--- config.mk ---
export PLATFORM = sky130hd
export DESIGN_NAME = axi_preload_burst_writer
export DESIGN_NICKNAME = d
export VERILOG_FILES = /design/src/rtl/axi_preload_burst_writer_pkg.sv /design/src/rtl/axi_preload_burst_writer_beat_buf.sv /design/src/rtl/axi_preload_burst_writer.sv
export SDC_FILE = /design/constraint.sdc
export NUM_CORES = 2
export LEC_CHECK = 0
export CORE_AREA = 2 2 311 343
export DETAILED_ROUTE_END_ITERATION = 16
export DIE_AREA = 0 0 313 345
export PLACE_DENSITY = 0.75
export SLEW_MARGIN = 20
export SYNTH_ARGS = -nofsm -noshare
export SYNTH_HDL_FRONTEND = slang
export SYNTH_SLANG_ARGS = --single-unit
--- constraint.sdc ---
create_clock -name clk_i -period 4.04 [get_ports clk_i]
set_input_delay 0.606 -clock clk_i [delete_from_list [all_inputs] [get_ports clk_i]]
set_output_delay 0.606 -clock clk_i [all_outputs]
set_load 0.02 [all_outputs]
--- src/rtl/axi_preload_burst_writer_pkg.sv ---
// Shared types and helpers for the preload burst writer.
// The AXI channel structs use the writer's default widths:
// 64-bit address, 64-bit data and 8-bit ID.
package axi_preload_pkg;

    typedef enum logic [1:0] {
        FILL = 2'd0,
        ADDR = 2'd1,
        DATA = 2'd2,
        RESP = 2'd3
    } state_e;

    localparam logic [1:0] AXI_RESP_OKAY   = 2'b00;
    localparam logic [1:0] AXI_RESP_SLVERR = 2'b10;
    localparam logic [1:0] AXI_BURST_INCR  = 2'b01;

    typedef struct packed {
        logic [7:0]  id;
        logic [63:0] addr;
        logic [7:0]  len;
        logic [2:0]  size;
        logic [1:0]  burst;
        logic        lock;
        logic [3:0]  cache;
        logic [2:0]  prot;
        logic [3:0]  qos;
        logic [3:0]  region;
    } axi_ax_chan_t;

    typedef struct packed {
        logic [63:0] data;
        logic [7:0]  strb;
        logic        last;
    } axi_w_chan_t;

    typedef struct packed {
        logic [7:0] id;
        logic [1:0] resp;
    } axi_b_chan_t;

    typedef struct packed {
        logic [7:0]  id;
        logic [63:0] data;
        logic [1:0]  resp;
        logic        last;
    } axi_r_chan_t;

    typedef struct packed {
        axi_ax_chan_t aw;
        logic         aw_valid;
        axi_w_chan_t  w;
        logic         w_valid;
        logic         b_ready;
        axi_ax_chan_t ar;
        logic         ar_valid;
        logic         r_ready;
    } axi_req_t;

    typedef struct packed {
        logic        aw_ready;
        logic        ar_ready;
        logic        w_ready;
        logic        b_valid;
        axi_b_chan_t b;
        logic        r_valid;
        axi_r_chan_t r;
    } axi_rsp_t;

    // True when a beat address sits on the first byte of a 4 KiB page,
    // i.e. reaching it from the previous beat would cross the page.
    function automatic logic is_4k_boundary(input logic [11:0] addr_low);
        return (addr_low == 12'h000);
    endfunction

endpackage

--- src/rtl/axi_preload_burst_writer_beat_buf.sv ---
// Beat buffer: Depth x DataWidth register FIFO that collects one burst.
// Entries are written in order; the read pointer walks them during the
// W phase; a clear empties the buffer once the burst has completed.
module axi_preload_beat_buf #(
    parameter int unsigned DataWidth = 64,
    parameter int unsigned Depth     = 16
) (
    input  logic                         clk_i,
    input  logic                         rst_ni,
    input  logic                         i_clr,
    input  logic                         i_wr_en,
    input  logic [DataWidth-1:0]         i_wr_data,
    input  logic                         i_rd_en,
    output logic [DataWidth-1:0]         o_rd_data,
    output logic [$clog2(Depth):0]       o_count,
    output logic [$clog2(Depth)-1:0]     o_rd_ptr
);

    localparam int unsigned PtrW = $clog2(Depth);
    localparam int unsigned CntW = PtrW + 1;

    logic [DataWidth-1:0] r_mem [Depth];
    logic [CntW-1:0]      r_count;
    logic [PtrW-1:0]      r_rd_ptr;
    logic                 w_full;
    logic [PtrW-1:0]      w_wr_ptr;

    assign w_full   = (r_count == CntW'(Depth));
    assign w_wr_ptr = r_count[PtrW-1:0];

    // Storage: append accepted words at the fill position.
    always_ff @(posedge clk_i or negedge rst_ni) begin
        if (!rst_ni) begin
            r_mem <= '{default: '0};
        end else if (i_wr_en && !w_full) begin
            r_mem[w_wr_ptr] <= i_wr_data;
        end
    end

    // Fill count and read pointer; clear has priority over both.
    always_ff @(posedge clk_i or negedge rst_ni) begin
        if (!rst_ni) begin
            r_count  <= '0;
            r_rd_ptr <= '0;
        end else if (i_clr) begin
            r_count  <= '0;
            r_rd_ptr <= '0;
        end else begin
            if (i_wr_en && !w_full) begin
                r_count <= r_count + CntW'(1);
            end
            if (i_rd_en) begin
                r_rd_ptr <= r_rd_ptr + PtrW'(1);
            end
        end
    end

    assign o_rd_data = r_mem[r_rd_ptr];
    assign o_count   = r_count;
    assign o_rd_ptr  = r_rd_ptr;

endmodule

--- src/rtl/axi_preload_burst_writer.sv ---
// AXI4 write master that coalesces contiguous preload words into INCR
// bursts (AW/W/B only; AR/R tied off). Bursts close when the buffer is
// full, on a non-contiguous word, before a 4 KiB crossing, on flush_i,
// or after an idle timeout.
module axi_preload_burst_writer
    import axi_preload_pkg::*;
#(
    parameter int unsigned AddrWidth   = 64,
    parameter int unsigned DataWidth   = 64,
    parameter int unsigned IdWidth     = 8,
    parameter int unsigned MaxBurstLen = 16,
    parameter int unsigned IdleCycles  = 32,
    parameter type axi_req_t = axi_preload_pkg::axi_req_t,
    parameter type axi_rsp_t = axi_preload_pkg::axi_rsp_t
) (
    input  logic                 clk_i,
    input  logic                 rst_ni,
    input  logic                 word_valid_i,
    output logic                 word_ready_o,
    input  logic [AddrWidth-1:0] word_addr_i,
    input  logic [DataWidth-1:0] word_data_i,
    input  logic                 flush_i,
    output logic                 flush_done_o,
    output logic                 busy_o,
    output logic                 err_o,
    output logic [7:0]           err_cnt_o,
    output axi_req_t             axi_req_o,
    input  axi_rsp_t             axi_rsp_i
);

    localparam int unsigned StrbWidth = DataWidth / 8;
    localparam int unsigned OffW      = $clog2(StrbWidth);
    localparam int unsigned PtrW      = $clog2(MaxBurstLen);
    localparam int unsigned CntW      = PtrW + 1;
    localparam int unsigned IdleW     = (IdleCycles > 0) ? $clog2(IdleCycles + 1) : 1;
    localparam logic [CntW-1:0]      CntMax  = CntW'(MaxBurstLen);
    localparam logic [IdleW-1:0]     IdleMax = IdleW'(IdleCycles);
    localparam logic [AddrWidth-1:0] OffMask = AddrWidth'(StrbWidth - 1);

    state_e                 r_state;
    state_e                 w_state_next;
    logic [AddrWidth-1:0]   r_base;
    logic [IdleW-1:0]       r_idle;
    logic                   r_flush_done;
    logic                   r_flush_served;
    logic                   r_err;
    logic [7:0]             r_err_cnt;

    logic [CntW-1:0]        w_cnt;
    logic [PtrW-1:0]        w_rd_ptr;
    logic [DataWidth-1:0]   w_rd_data;
    logic [AddrWidth-1:0]   w_word_addr;
    logic [AddrWidth:0]     w_off_ext;
    logic [AddrWidth:0]     w_next_ext;
    logic [AddrWidth-1:0]   w_next_addr;
    logic                   w_wrap;
    logic                   w_contig;
    logic                   w_same4k_viol;
    logic                   w_full;
    logic                   w_idle_hit;
    logic                   w_in_fill;
    logic                   w_word_ready;
    logic                   w_accept;
    logic                   w_trigger;
    logic                   w_aw_hs;
    logic                   w_w_hs;
    logic                   w_w_last;
    logic                   w_b_hs;
    logic                   w_b_err;
    logic                   w_flush_done_set;
    logic                   w_unused;

    // Word address is beat aligned; the expected next address is
    // base + cnt*bytes, computed one bit wider so a wrap past the top of
    // the address space is seen as a break in contiguity.
    assign w_word_addr = word_addr_i & ~OffMask;
    assign w_off_ext   = (AddrWidth + 1)'(w_cnt) << OffW;
    assign w_next_ext  = {1'b0, r_base} + w_off_ext;
    assign w_next_addr = w_next_ext[AddrWidth-1:0];
    assign w_wrap      = w_next_ext[AddrWidth];

    assign w_in_fill     = (r_state == FILL);
    assign w_contig      = !w_wrap && (w_word_addr == w_next_addr);
    assign w_same4k_viol = (w_cnt != '0) && (w_wrap || is_4k_boundary(w_next_addr[11:0]));
    assign w_full        = (w_cnt == CntMax);
    assign w_idle_hit    = (IdleCycles != 32'd0) && (r_idle == IdleMax);

    assign w_word_ready = w_in_fill && (w_cnt < CntMax) && ((w_cnt == '0) || w_contig)
                          && !w_same4k_viol && !flush_i;
    assign w_accept     = word_valid_i && w_word_ready;

    // A word accepted in the same cycle as an idle trigger simply joins the
    // burst: AW length is taken from the count after this edge.
    assign w_trigger = w_in_fill && (w_cnt != '0)
                       && (w_full || (word_valid_i && !w_contig) || w_same4k_viol
                           || flush_i || w_idle_hit);

    assign w_aw_hs  = (r_state == ADDR) && axi_rsp_i.aw_ready;
    assign w_w_hs   = (r_state == DATA) && axi_rsp_i.w_ready;
    assign w_w_last = (CntW'(w_rd_ptr) == (w_cnt - CntW'(1)));
    assign w_b_hs   = (r_state == RESP) && axi_rsp_i.b_valid;
    assign w_b_err  = (axi_rsp_i.b.resp != AXI_RESP_OKAY);

    assign w_flush_done_set = w_in_fill && (w_cnt == '0) && flush_i && !r_flush_served;

    // Response fields this write-only master never looks at.
    assign w_unused = ^{axi_rsp_i.ar_ready, axi_rsp_i.r_valid, axi_rsp_i.r, axi_rsp_i.b.id};

    axi_preload_beat_buf #(
        .DataWidth (DataWidth),
        .Depth     (MaxBurstLen)
    ) u_beat_buf (
        .clk_i     (clk_i),
        .rst_ni    (rst_ni),
        .i_clr     (w_b_hs),
        .i_wr_en   (w_accept),
        .i_wr_data (word_data_i),
        .i_rd_en   (w_w_hs && !w_w_last),
        .o_rd_data (w_rd_data),
        .o_count   (w_cnt),
        .o_rd_ptr  (w_rd_ptr)
    );

    // FSM state register.
    always_ff @(posedge clk_i or negedge rst_ni) begin
        if (!rst_ni) begin
            r_state <= FILL;
        end else begin
            r_state <= w_state_next;
        end
    end

    // FSM next-state: fill, address, data beats, write response.
    always_comb begin
        w_state_next = r_state;
        case (r_state)
            FILL: begin
                if (w_trigger) begin
                    w_state_next = ADDR;
                end else begin
                    w_state_next = FILL;
                end
            end
            ADDR: begin
                if (w_aw_hs) begin
                    w_state_next = DATA;
                end else begin
                    w_state_next = ADDR;
                end
            end
            DATA: begin
                if (w_w_hs && w_w_last) begin
                    w_state_next = RESP;
                end else begin
                    w_state_next = DATA;
                end
            end
            RESP: begin
                if (w_b_hs) begin
                    w_state_next = FILL;
                end else begin
                    w_state_next = RESP;
                end
            end
            default: begin
                w_state_next = FILL;
            end
        endcase
    end

    // Burst base address, captured from the first word of each burst.
    always_ff @(posedge clk_i or negedge rst_ni) begin
        if (!rst_ni) begin
            r_base <= '0;
        end else if (w_accept && (w_cnt == '0)) begin
            r_base <= w_word_addr;
        end
    end

    // Idle counter: cycles in FILL holding data with no word offered.
    always_ff @(posedge clk_i or negedge rst_ni) begin
        if (!rst_ni) begin
            r_idle <= '0;
        end else if (!w_in_fill || (w_cnt == '0) || w_accept) begin
            r_idle <= '0;
        end else if (!word_valid_i && (r_idle != IdleMax)) begin
            r_idle <= r_idle + IdleW'(1);
        end
    end

    // Flush-done pulse, at most once per assertion of flush_i.
    always_ff @(posedge clk_i or negedge rst_ni) begin
        if (!rst_ni) begin
            r_flush_done   <= 1'b0;
            r_flush_served <= 1'b0;
        end else begin
            r_flush_done   <= w_flush_done_set;
            r_flush_served <= flush_i && (r_flush_served || w_flush_done_set);
        end
    end

    // Sticky error flag and saturating error counter from B responses.
    always_ff @(posedge clk_i or negedge rst_ni) begin
        if (!rst_ni) begin
            r_err     <= 1'b0;
            r_err_cnt <= 8'd0;
        end else if (w_b_hs && w_b_err) begin
            r_err <= 1'b1;
            if (r_err_cnt != 8'hFF) begin
                r_err_cnt <= r_err_cnt + 8'd1;
            end
        end
    end

    // AXI request: AW/W payloads come straight from registers so they stay
    // stable while waiting for ready; AR is idle and R is always accepted.
    always_comb begin
        axi_req_o          = '0;
        axi_req_o.aw.id    = '0;
        axi_req_o.aw.addr  = r_base;
        axi_req_o.aw.len   = 8'(w_cnt - CntW'(1));
        axi_req_o.aw.size  = 3'(OffW);
        axi_req_o.aw.burst = AXI_BURST_INCR;
        axi_req_o.aw.cache = 4'b0000;
        axi_req_o.aw.prot  = 3'b000;
        axi_req_o.aw_valid = (r_state == ADDR);
        axi_req_o.w.data   = w_rd_data;
        axi_req_o.w.strb   = '1;
        axi_req_o.w.last   = w_w_last;
        axi_req_o.w_valid  = (r_state == DATA);
        axi_req_o.b_ready  = (r_state == RESP);
        axi_req_o.ar_valid = 1'b0;
        axi_req_o.r_ready  = 1'b1;
    end

    assign word_ready_o = w_word_ready;
    assign flush_done_o = r_flush_done;
    assign busy_o       = (r_state != FILL) || (w_cnt != '0);
    assign err_o        = r_err;
    assign err_cnt_o    = r_err_cnt;

endmodule
# ---- Word level (Yosys, flattened, before mapping)
# Index checks and enable logic that the tools add are counted.
# Widths: inputs -> output; s select.
dict set report word_totals {
  word_cells 117
  input_bits 222
  regBits 1113
  out_inout_bits 292
}
dict set report op_classes {
  mux 17
  n_reduce_logical 53
  eq_ne 9
  bitwise_logic 2
  magnitude_cmp 4
  addsub 7
}
# cell count
set op_table {}
lappend op_table {{$bwmux 1024} 1}
lappend op_table {{$bmux 64 s4} 1}
lappend op_table {{$demux 64 s4} 1}
lappend op_table {{$mux 64} 3}
lappend op_table {{$add 64x8->65} 1}
lappend op_table {{$eq 64x64->1} 1}
lappend op_table {{$logic_and 1x1->1} 24}
lappend op_table {{$logic_not 12->1} 1}
lappend op_table {{$mux 6} 2}
lappend op_table {{$ge 5x5->1 const B} 2}
lappend op_table {{$logic_or 1x1->1} 10}
lappend op_table {{$mux 5} 2}
lappend op_table {{$not 4->5} 2}
lappend op_table {{$reduce_bool 2->1} 5}
lappend op_table {{$logic_not 1->1} 9}
lappend op_table {{$add 8x1->8 const B} 1}
lappend op_table {{$mux 4} 2}
lappend op_table {{$ne 8x8->1 const B} 1}
lappend op_table {{$pmux 2 s4} 1}
lappend op_table {{$add 6x1->6 const B} 1}
lappend op_table {{$eq 6x6->1 const B} 1}
lappend op_table {{$ne 6x6->1 const B} 1}
lappend op_table {{$sub 5x1->6 const B} 1}
lappend op_table {{$add 5x1->5 const B} 1}
lappend op_table {{14 further kinds} 17}

# ---- Longest topological paths before layout
dict set report logic_depth {
  depth_word 12
  depth_mapped 16
  mapped_depth_nobuf 13
}

# ---- Cells and area by module
# From an unflattened synthesis, not the netlist that was laid out.
dict set report hier_totals {
  hier_cells 3573
  hier_area_um2 53331.1
}
# mod seq_area_each_um2 n_inst cells_per_inst area_per_inst_um2
set modules_own_cells {}
lappend modules_own_cells {axi_preload_beat_buf 25849.8 1 2820 46249.4}
lappend modules_own_cells {axi_preload_burst_writer 2001.9 1 753 7081.8}

# ---- Worst setup path before layout
# Ideal clock, no wire load.
dict set report synth_timing {
  path_kind {reg-to-reg}
  startpoint {reg r_base[3]}
  endpoint {reg u_beat_buf.r_mem[161] (netlist name)}
  period_less_slack_ns 4.498
  n_path_buf 2
  t_required_ns 3.913
  setup_ns 0.127
  t_arrival_ns 4.370
  path_slack_ns -0.458
  path_stages_with_launch 16
  cell_sequence {dfrtp_1 > ha_1 > inv_1 > fa_1 > nor2b_1 > o21a_1 > buf_2 > nor2_1 > xor2_1 > a41oi_1 > nor4b_1 > nand3_1 > nor4_4 > nand2_2 > buf_1 > mux2_1}
}
dict set report synth_via {
  elab_chain_len 9
  word_cells_on_any_way 14
  cone_classes {add/sub (1); eq/ne (1); reduce/logical (12)}
}
# item line_no
set synth_rtl {}
lappend synth_rtl {{start: declaration} axi_preload_burst_writer.sv:42} ;# logic [AddrWidth-1:0] r_base;
lappend synth_rtl {{start signal: assignment} axi_preload_burst_writer.sv:176} ;# r_base <= w_word_addr;
lappend synth_rtl {{$add 64x8->65 (*)} axi_preload_burst_writer.sv:78} ;# assign w_next_ext = {1'b0, r_base} + w_off_ext;
lappend synth_rtl {{$eq 64x64->1 (tied with other cells)} axi_preload_burst_writer.sv:83} ;# assign w_contig = !w_wrap && (w_word_addr == w_next_addr);
lappend synth_rtl {{$logic_and 1x1->1 or $logic_or 1x1->1 (tied branches)} {axi_preload_burst_writer.sv:83, axi_preload_burst_writer.sv:84}}
lappend synth_rtl {{$logic_or 1x1->1 or $logic_and 1x1->1 (tied branches)} {axi_preload_burst_writer.sv:88, axi_preload_burst_writer.sv:84}}
lappend synth_rtl {{$logic_and 1x1->1 or $logic_not 1->1 (tied branches)} {axi_preload_burst_writer.sv:88, axi_preload_burst_writer.sv:89}}
lappend synth_rtl {{$logic_and 1x1->1 (*) (2 in series)} axi_preload_burst_writer.sv:89} ;# && !w_same4k_viol && !flush_i;
lappend synth_rtl {{$logic_and 1x1->1 (*)} axi_preload_burst_writer.sv:90} ;# assign w_accept = word_valid_i && w_word_ready;
lappend synth_rtl {{$logic_and 1x1->1 (*)} axi_preload_burst_writer_beat_buf.sv:35} ;# end else if (i_wr_en && !w_full) begin
lappend synth_rtl {{end signal: indexed assignment} axi_preload_burst_writer_beat_buf.sv:36} ;# r_mem[w_wr_ptr] <= i_wr_data;
lappend synth_rtl {{end: declaration} axi_preload_burst_writer_beat_buf.sv:22} ;# logic [DataWidth-1:0] r_mem [Depth];
# Mark *: on every way between the ends. The rest lies on a longest branch, timed or not.
# A chain may end at the register's enable or synchronous reset.

# ---- Worst setup path in the final report
dict set report layout_timing {
  startpoint {reg r_base[5]}
  endpoint {out word_ready_o}
}
dict set report layout_via {
  elab_chain_len 7
  word_cells_on_any_way 12
  cone_classes {add/sub (1); eq/ne (1); reduce/logical (10)}
}
# item line_no
set layout_rtl {}
lappend layout_rtl {{$add 64x8->65 (*)} axi_preload_burst_writer.sv:78}
lappend layout_rtl {{$eq 64x64->1 (tied with other cells)} axi_preload_burst_writer.sv:83}
lappend layout_rtl {{$logic_and 1x1->1 or $logic_or 1x1->1 (tied branches)} {axi_preload_burst_writer.sv:83, axi_preload_burst_writer.sv:84}}
lappend layout_rtl {{$logic_or 1x1->1 or $logic_and 1x1->1 (tied branches)} {axi_preload_burst_writer.sv:88, axi_preload_burst_writer.sv:84}}
lappend layout_rtl {{$logic_and 1x1->1 or $logic_not 1->1 (tied branches)} {axi_preload_burst_writer.sv:88, axi_preload_burst_writer.sv:89}}
lappend layout_rtl {{$logic_and 1x1->1 (*) (2 in series)} axi_preload_burst_writer.sv:89}
lappend layout_rtl {{end: declaration} axi_preload_burst_writer.sv:19} ;# output logic word_ready_o,
# Marked as above.

==> impl_metrics.env <==
export IMPL_path_delay_family="compound AO/OA/AOI/OAI gates"
export IMPL_fmax_mhz=218
export IMPL_place_ws_ns=-0.481
export IMPL_io_pin_count=514
export IMPL_cp_end_kind="output pin"
export IMPL_yosys_top_cells_area="dfrtp_1 (52%), mux2_2 (18%), mux4_2 (5.4%), mux2i_1 (3.7%), nand2_1 (3.3%)"
export IMPL_dieArea_mm2=0.108
export IMPL_yosysMostFrequentCell="dfrtp_1"
export IMPL_grt_use_total_pct=27.5
export IMPL_rrSetupSlack_ns=-0.43
export IMPL_start_util_pct=51.4
export IMPL_port_buffers=282
export IMPL_tightest_slew_ns=1.15
export IMPL_fp_dieH_um=345
export IMPL_wl_per_cell_um=25.6
export IMPL_rsz0062_at_grt="yes"
export IMPL_maxCapViolCount=0
export IMPL_syn_to_final_growth_pct=22.7
export IMPL_p_leak_uw=0.0326
export IMPL_setup_viol=969
export IMPL_worst_setup_path_type="reg -> out"
export IMPL_worst_hold_slack_ns=0.413
export IMPL_grt_max_degree=123
export IMPL_async_flop_share_pct=100
export IMPL_worst_setup_path_start_kind="flop"
export IMPL_slowest_stage="dfrtp_1"
export IMPL_synth_cells_most_frequent="dfrtp_1 (1113), mux2_2 (871), nand2_1 (481)"
export IMPL_post_place_cells=5887
export IMPL_violations="negative setup slack"
export IMPL_via_per_inst=5.99
export IMPL_grt_pass1_vias=37800
export IMPL_die_width_um=313
export IMPL_max_slew_margin_rel_pct=22.0
export IMPL_syn_area_mm2=0.0540
export IMPL_yosysSeqAreaShare_pct=51.6
export IMPL_numCtsBuffers=109
export IMPL_synth_cell_type_count=78
export IMPL_gp_congestion=0.978
export IMPL_clock_path_buffers=3
export IMPL_nFillCells=7593
export IMPL_ys_ff_latch=1113
export IMPL_fin_nets=4914
export IMPL_skew_ns=0.0295
export IMPL_dr_first_iter_drc_count=3579
export IMPL_synth_cells=4223
export IMPL_cp_max_fo=5
export IMPL_ir_drop_mv=0.337
export IMPL_maxSlewViolCount=0
export IMPL_critical_path_required_ns=3.43
export IMPL_layout_min_cycle_time_ns=4.58
export IMPL_powerDensity_mw_per_mm2=580
export IMPL_drt_pass1_iterations=8
export IMPL_critPathMostFrequentCell="buf_6"
export IMPL_syn_mean_instance_area_um2=12.8
export IMPL_post_route_cells_drive_above_1_share_pct=35.8
export IMPL_insertion_delay_ns=0.70
export IMPL_synth_top_area_share_pct=51.6
export IMPL_wirelength_um=158000
export IMPL_grt_antenna_before_repair=11
export IMPL_yosysTopAreaCell="dfrtp_1"
export IMPL_route_detailed_drc=0
export IMPL_hold_class="in -> async"
export IMPL_hold_viol=0
export IMPL_grt_pass1_wl_um=230000
export IMPL_synth_enable_flop_cells=0
export IMPL_layout_setup_ws_ns=-0.543
export IMPL_cp_slowest_stage_delay_ns=0.41
export IMPL_fin_cells=6160
export IMPL_finalCritPeriodShare_pct=113
export IMPL_cts_max_level=3
export IMPL_tritoncts="yes"
export IMPL_cts_sinks=1113
export IMPL_crit_arrival_ns=3.98
export IMPL_power_uw=38400
export IMPL_dpl_instance_area_mm2=0.0604
export IMPL_rows=125
export IMPL_vias=36900
export IMPL_final_antenna_net_count=0
export IMPL_path_cells="ha_1 > or2_2 > o21a_2 > buf_6 > buf_6 > o2111ai_4 > nor2_1 > a211o_1 > a211oi_2 > buf_4 > nand4_1 > nor3_4 > o21a_1 > buf_6"
export IMPL_worst_path_buf_inv=4
export IMPL_overflow=0
export IMPL_core_area_mm2=0.105
export IMPL_place_hpwl_um=94300
export IMPL_fin_area_mm2=0.0662
export IMPL_root_buffer="clkbuf_16"
export IMPL_status="complete, but fails checks"
export IMPL_synth_flop_cell="dfrtp_1"
export IMPL_clk_pin_slew_ns=0.06
export IMPL_yosysWarnings=0
-- kinds of logic after synthesis --
logic type | count (synthesis) | synth area share [%]
AOI/OAI and AO/OA | 425 | 5.10
xor gates and xnor gates | 104 | 1.77
adders and majority gates | 15 | 0.362
buffers and inverters | 482 | 4.44
DFF | 1113 | 51.6
muxes | 1356 | 30.5
other | 2 | 0.0139
and+or+nand+nor | 726 | 6.21
-- worst paths after layout --
path                           startpoint                    end  cells past startpoint
min in group clk_i         r_flush_served           flush_done_o                      1
max in group asynchronous          rst_ni  u_beat_buf.r_mem[978]                      4
min                                rst_ni             r_base[36]                      2
max                             r_base[5]           word_ready_o                     14
max reg2reg                     r_base[5]  u_beat_buf.r_mem[249]                     19
min reg2reg                r_flush_served           flush_done_o                      1
-- routing by layer --
layer,track usage [%],wire [um],up-vias
met2,45.8,76700,1415
met5,0,88,-
li1,-,-,15900
met1,35.6,63000,19300
met4,11.0,7260,12
met3,5.03,10700,353
-- sequential cells by signal, summed over array words and instances, names as in the netlist --
register             cells
u_beat_buf.o_rd_ptr      4
u_beat_buf.r_mem      1024
u_beat_buf.o_count       5
r_base                  61
r_state                  2
flush_done_o             1
r_flush_served           1
err_cnt_o                8
err_o                    1
r_idle                   6
-- placed cells by master, fill, tap and decap left out, drive strengths merged, types with 8 or more instances in the layout --
cell           netlist  final
nor4                25     25
or4                 11     11
mux2              1026   1026
and2                 9      9
dfrtp             1113   1113
nand2b               8      8
ha                  14     14
xnor2               52     52
a21oi               77     77
and3                 9      9
buf                252    352
or3                 10     10
clkbuf             212    185
inv                 18     23
a22oi               64     64
mux4               129    129
o21ai              154    154
clkdlybuf4s50        0    280
o2111ai              8      9
nor2b                8      8
bufinv               0      9
xor2                49     49
nor3                24     24
mux2i              201    201
a221oi              65     65
nand2              487    490
nand4               30     30
nor2                36     36
nand3               38     38
conb                 2    143
and4                10     10
clkinv               0     17
o21a                 8      8
-- timing repair --
item	in CTS	in global routing
setup endpoints to repair	1006	1101
hold buffers	1	0
endpoints found under the hold margin	38	0
pin swaps	25	26
gates resized for setup	84	127
setup buffers	23	17
cloned	12	34
-- layout make-up --
| class | count | area [um2] | area share [%] |
|---|---|---|---|
| antenna | 5 | 12.5 | 0.0189 |
| clock buffer | 157 | 3120 | 4.71 |
| clock inverter | 35 | 440 | 0.665 |
| inverter | 18 | 72.6 | 0.110 |
| multi-input combinational | 2773 | 25200 | 38.0 |
| sequential | 1113 | 27900 | 42.1 |
| tap | 1397 | 1750 | 2.64 |
| timing repair buffer | 662 | 7810 | 11.8 |
-- metrics by stage --
| step | utilization, % | setup TNS, ns |
|---|---|---|
| after floorplan | - | -0.0895 |
| after global placement | 57.6 | -204.29 |
| after detailed placement | 57.6 | -185.92 |
| after CTS | 61.8 | -200.33 |
| after global routing | 63.1 | -451.57 |
| final | 63.1 | -271.33 |
-- report_power, final --
group          switching, uW  internal (uW)
combinational           8190           6400
sequential              1140          12400
clock                   4360           5920
(Power assumes the default switching activity.)
